===== src/rtl/skew_feeder.sv =====
`default_nettype none
// ============================================================================
// Module   : skew_feeder
// Brief    : Re-times transposed byte vectors into a diagonal wavefront for a
//            systolic PE row; tracks tile progress and busy status.
// Revision : 1.0
// ============================================================================
module skew_feeder #(
    parameter int WORD_SIZE = 128,
    parameter int LANES     = 8,
    parameter int BYTE_W    = 8,
    parameter int TILE_ROWS = 16
) (
    input  logic                    clk,
    input  logic                    rst,
    input  logic                    in_valid,
    input  logic [WORD_SIZE-1:0]    in_data,
    output logic [LANES*BYTE_W-1:0] out_data,
    output logic [LANES-1:0]        out_lane_valid,
    output logic                    tile_done,
    output logic [4:0]              vec_cnt,
    output logic                    busy
);

    localparam logic [4:0] c_LAST_ROW = 5'(TILE_ROWS - 1);

    logic [4:0]       r_vec_cnt;
    logic [LANES-1:0] r_done;
    logic [LANES-1:0] w_lane_busy;
    logic             w_last;

    assign w_last = in_valid && (r_vec_cnt == c_LAST_ROW);

    always_ff @(posedge clk or posedge rst) begin
        if (rst) begin
            r_vec_cnt <= '0;
            r_done    <= '0;
        end else begin
            if (in_valid) begin
                r_vec_cnt <= w_last ? 5'd0 : r_vec_cnt + 5'd1;
            end
            r_done <= {r_done[LANES-2:0], w_last};
        end
    end

    // Lane k is a (k+1)-stage shift register; its last stage drives the output.
    for (genvar k = 0; k < LANES; k++) begin : g_lane
        logic [BYTE_W-1:0]         w_byte;
        logic [k:0]                r_vld;
        logic [(k+1)*BYTE_W-1:0]   r_data;

        assign w_byte = in_valid ? in_data[WORD_SIZE-1-k*BYTE_W -: BYTE_W] : '0;

        if (k == 0) begin : g_single
            always_ff @(posedge clk or posedge rst) begin
                if (rst) begin
                    r_vld  <= '0;
                    r_data <= '0;
                end else begin
                    r_vld  <= in_valid;
                    r_data <= w_byte;
                end
            end
        end else begin : g_chain
            always_ff @(posedge clk or posedge rst) begin
                if (rst) begin
                    r_vld  <= '0;
                    r_data <= '0;
                end else begin
                    r_vld  <= {r_vld[k-1:0], in_valid};
                    r_data <= {r_data[k*BYTE_W-1:0], w_byte};
                end
            end
        end

        assign out_data[k*BYTE_W +: BYTE_W] = r_data[(k+1)*BYTE_W-1 -: BYTE_W];
        assign out_lane_valid[k]            = r_vld[k];
        assign w_lane_busy[k]               = |r_vld;
    end

    if (WORD_SIZE > LANES*BYTE_W) begin : g_unused_lsbs
        logic w_unused;
        assign w_unused = ^in_data[WORD_SIZE-LANES*BYTE_W-1:0];
    end

    assign tile_done = r_done[LANES-1];
    assign vec_cnt   = r_vec_cnt;
    assign busy      = (r_vec_cnt != 5'd0) || (|w_lane_busy) || (|r_done);

endmodule
`default_nettype wire


===== config.mk =====
export PLATFORM = sky130hd
export DESIGN_NAME = skew_feeder
export DESIGN_NICKNAME = d
export VERILOG_FILES = /design/src/rtl/skew_feeder.sv
export SDC_FILE = /design/constraint.sdc
export NUM_CORES = 1
export LEC_CHECK = 0
export ABC_AREA = 0
export CORE_AREA = 2 2 135 137
export CTS_BUF_LIST = sky130_fd_sc_hd__clkbuf_4
export DETAILED_ROUTE_END_ITERATION = 8
export DIE_AREA = 0 0 137 139
export GPL_TIMING_DRIVEN = 0
export HOLD_SLACK_MARGIN = 0.05
export PLACE_DENSITY = 0.9
export SYNTH_ARGS = -nofsm -noshare
export SYNTH_HDL_FRONTEND = slang
export SYNTH_SLANG_ARGS = --single-unit

===== constraint.sdc =====
create_clock -name clk -period 13.95 [get_ports clk]
set_input_delay 2.79 -clock clk [delete_from_list [all_inputs] [get_ports clk]]
set_output_delay 2.79 -clock clk [all_outputs]
set_load 0.03 [all_outputs]

==> key figures <==
Worst hold path
  – Hold path depth: 0
  – Type of the worst min-delay path: reg -> reg

Power and ir drop
  – Peak VDD IR: 0.105 mV
  – LEAKAGE: between 5 and 6 nW
  – Sw Ratio: 22.7%
  – Total power: 1.80 mW
  – Net load switching power: 0.409 mW
  – Internal: 1.39 mW
  – Sequential Power Share: 54.0%
  – Part of the power in the clock network: 37.9%
  – Combinational power share: 8.2%
  – Power density over the cells: 157 mW/mm^2

Timing
  – RSZ-0062 raised after global routing: false
  – Final Cycle Share: between 30 and 40%
  – Fin. max-slew vios: 0
  – Final worst path period need: 5.09 ns
  – Setup TNS: 0 ns
  – Final setup fails: 0
  – Fmax: between 0.15 and 0.2 GHz
  – Slew margin rel.: a little over half
  – Max Clock Skew: approximately 0.027 ns
  – Slew @ Worst Pin: a little under 0.7 ns
  – Fin. Hold Viols: 0

Clock tree
  – CTS Buf Count: between 70 and 80
  – Worst-Skew Late Latency: between 0.6 and 0.7 ns
  – CTS Buffer Depth: 3
  – Clock Root Buffer: clkbuf_4
  – TritonCTS clock tree: yes
  – Number of hold buffers added after CTS: 0
  – Post-CTS Resized: 0
  – Clk slew on worst S/H paths: 0.06 ns
  – Total clock sinks: about 310
  – H-tree levels: 3
  – Setup Fix Bufs, Post-CTS: 0

Layout
  – Fillcell total: 1222
  – Area growth from synthesis to layout: 30.7%
  – Most frequent cells in the layout: dfrtp_1 (309), clkdlybuf4s50_1 (145), clkbuf_4 (102)
  – Final Net Count: 818
  – Commonest non-fill, non-tap cell in the layout: dfrtp_1
  – Layout cells sized above 1: around 24%

Global routing
  – Grt ovf: 0
  – Antenna violations before repair: 1
  – Pin count of the biggest net entering global routing: 153
  – Met3 Use GR: 6.40%
  – GRT Util Overall: about 15%
  – Met1 GRT Util: 17.5%
  – First-pass GRT wire length: 22.6 mm
  – Met2 Usage GRT: 24.5%
  – Vias in the first global route: 4837
  – Most Crowded Layer GR: met2

Route
  – DRC: 0
  – Routed WL: 13.3 mm
  – DRT Pass-1 Iters: 3
  – Post-route ant nets: 0
  – DR WL/cell: 13.9 um
  – Starting DRT DRC Count: approximately 140
  – Via density: 4.26
  – Vias: 4090

Synthesis
  – Seq/Total Area, Yosys: just under 90%
  – Post-Syn Instances: 461
  – Post-synthesis cell type count: 21
  – Syn_nets: 594
  – Synth Cell Area: 0.00877 sq mm
  – Post-synth top area share: 88.2%
  – Post-synth top area cell: dfrtp_1
  – Syn_area_per_cell: 19.0 sq um
  – #FFs+latches synth: 309
  – Synth top area cells: dfrtp_1 (88%), buf_4 (4.9%), and2_1 (4.6%)
  – Ys Warns: 0

Critical path
  – Worst reg2reg setup slack: 12.69 ns
  – Crit-path cells: inv_1, ha_1, nor4b_1, nand3_1, clkdlybuf4s50_1
  – Biggest cell delay along the critical path: 0.62 ns
  – Reg2reg start: vec_cnt[1]
  – WP depth: 5
  – Worst path arrival time: 2.30 ns
  – Critical path type: reg -> out
  – CP Capture Type: primary output
  – Reg2Reg Depth: 4
  – RR Endpoint: vec_cnt[0]
  – Worst setup SP type: register
  – Worst setup endpoint: busy
  – CP startpoint: vec_cnt[0]
  – Critical Path RT: 11.16 ns
  – CP delay by family, top: buffers and inverters
  – Worst path bufs/invs: 2
  – Critical path's slowest cell: clkdlybuf4s50_1
  – CP max FO: 4

Die
  – Row count: 49
  – DIE HEIGHT: 139 um
  – Die width: 137 um
  – Io pins: 210
  – Initial Util: between 40 and 50%
  – Core Region: approximately 0.018 sq mm
  – Die ar.: 0.0190 sq mm

Place
  – IO Port Bufs: 145
  – Placer congestion estimate: 0.700
  – HPWL after DPL: 8.59 mm

Flow run
  – Max_cap viols: 0

Status
  – Status: completed
-- cell families after synthesis --
kind of cell,synth area share [%]
flip-flops,88.2
AND/OR/NAND/NOR,5.60
buffers and inverters,5.47
AO/OA/AOI/OAI,0.128
XOR/XNOR,0.200
adder cells (fa/ha/maj),0.285
multiplexers,0.114
-- registers in the layout (all words and copies together), names as in the netlist --
name and flops:
g_lane.r_data 288, g_lane.r_vld 8, r_done 8, vec_cnt 5
-- per-stage QoR --
step	util (%)	instances	worst slack, ns	hold WS [ns]	area, sq um
final	64.9	959	8.86	0.326	11500
after global routing	64.9	959	8.65	0.311	11500
after CTS	64.9	958	8.78	0.314	11500
after detailed placement	59.8	837	9.48	0.335	10600
after global placement	59.5	835	0.480	0.331	10500
after floorplan	-	461	2.62	0.331	8770
-- power by group through the flow --
stage               clock network [mW]  logic, mW  registers [mW]
floorplan                            0     0.0662           0.996
global placement                     0      0.141           0.983
detailed placement                   0      0.149           0.988
CTS                              0.713      0.150           0.972
global route                     0.761      0.158           0.976
finish                           0.681      0.147           0.971
-- metal layers --
| layer | vias up | share of wire (%) | wire (um) |
|---|---|---|---|
| met4 | 0 | 2.9 | 389 |
| met2 | 146 | 51 | 6850 |
| met3 | 30 | 8.2 | 1090 |
| li1 | 1870 | - | - |
| met5 | - | 0 | 0 |
| met1 | 2044 | 37 | 4990 |
-- area by class of cell --
class | count | area (sq um) | area share (%)
antenna | 1 | 2.50 | 0.0218
buffer | 64 | 468 | 4.08
clock buffer | 102 | 766 | 6.68
clock inverter | 19 | 126 | 1.10
inverter | 3 | 18.8 | 0.164
multi-input combinational | 85 | 554 | 4.84
sequential | 309 | 7730 | 67.5
tap | 229 | 287 | 2.50
timing repair buffer | 147 | 1510 | 13.1
-- worst register-to-register path, stage by stage (launching register included) --
cell,delay [ns]
dfrtp_1,0.42
ha_1,0.19
nand4_1,0.18
o21ai_0,0.23
mux2i_1,0.11
-- worst min path at each step --
stage | from | end | slack (ns)
2_1_floorplan | g_lane[1].r_data[2] | g_lane[1].r_data[10] | 0.33
3_3_place_gp | g_lane[7].r_data[24] | g_lane[7].r_data[32] | 0.33
3_5_place_dp | g_lane[1].r_data[4] | g_lane[1].r_data[12] | 0.33
4_1_cts | g_lane[4].r_data[11] | g_lane[4].r_data[19] | 0.31
5_1_grt | g_lane[6].r_data[30] | g_lane[6].r_data[38] | 0.31
6_report | g_lane[7].r_data[40] | g_lane[7].r_data[48] | 0.33
-- synthesized netlist by cell type (all sizes together) --
master and instances:
dfrtp 309, nor4 4, nor4b 1, mux2i 1, buf 63, o22ai 1
o21ai 1, nor2 2, nand2 2, and3 1, clkbuf 1, xor2 1
ha 2, nand4 2, nand3 1, inv 3, xnor2 1, and2 65
Note: power is estimated with default switching activity, not from simulation.
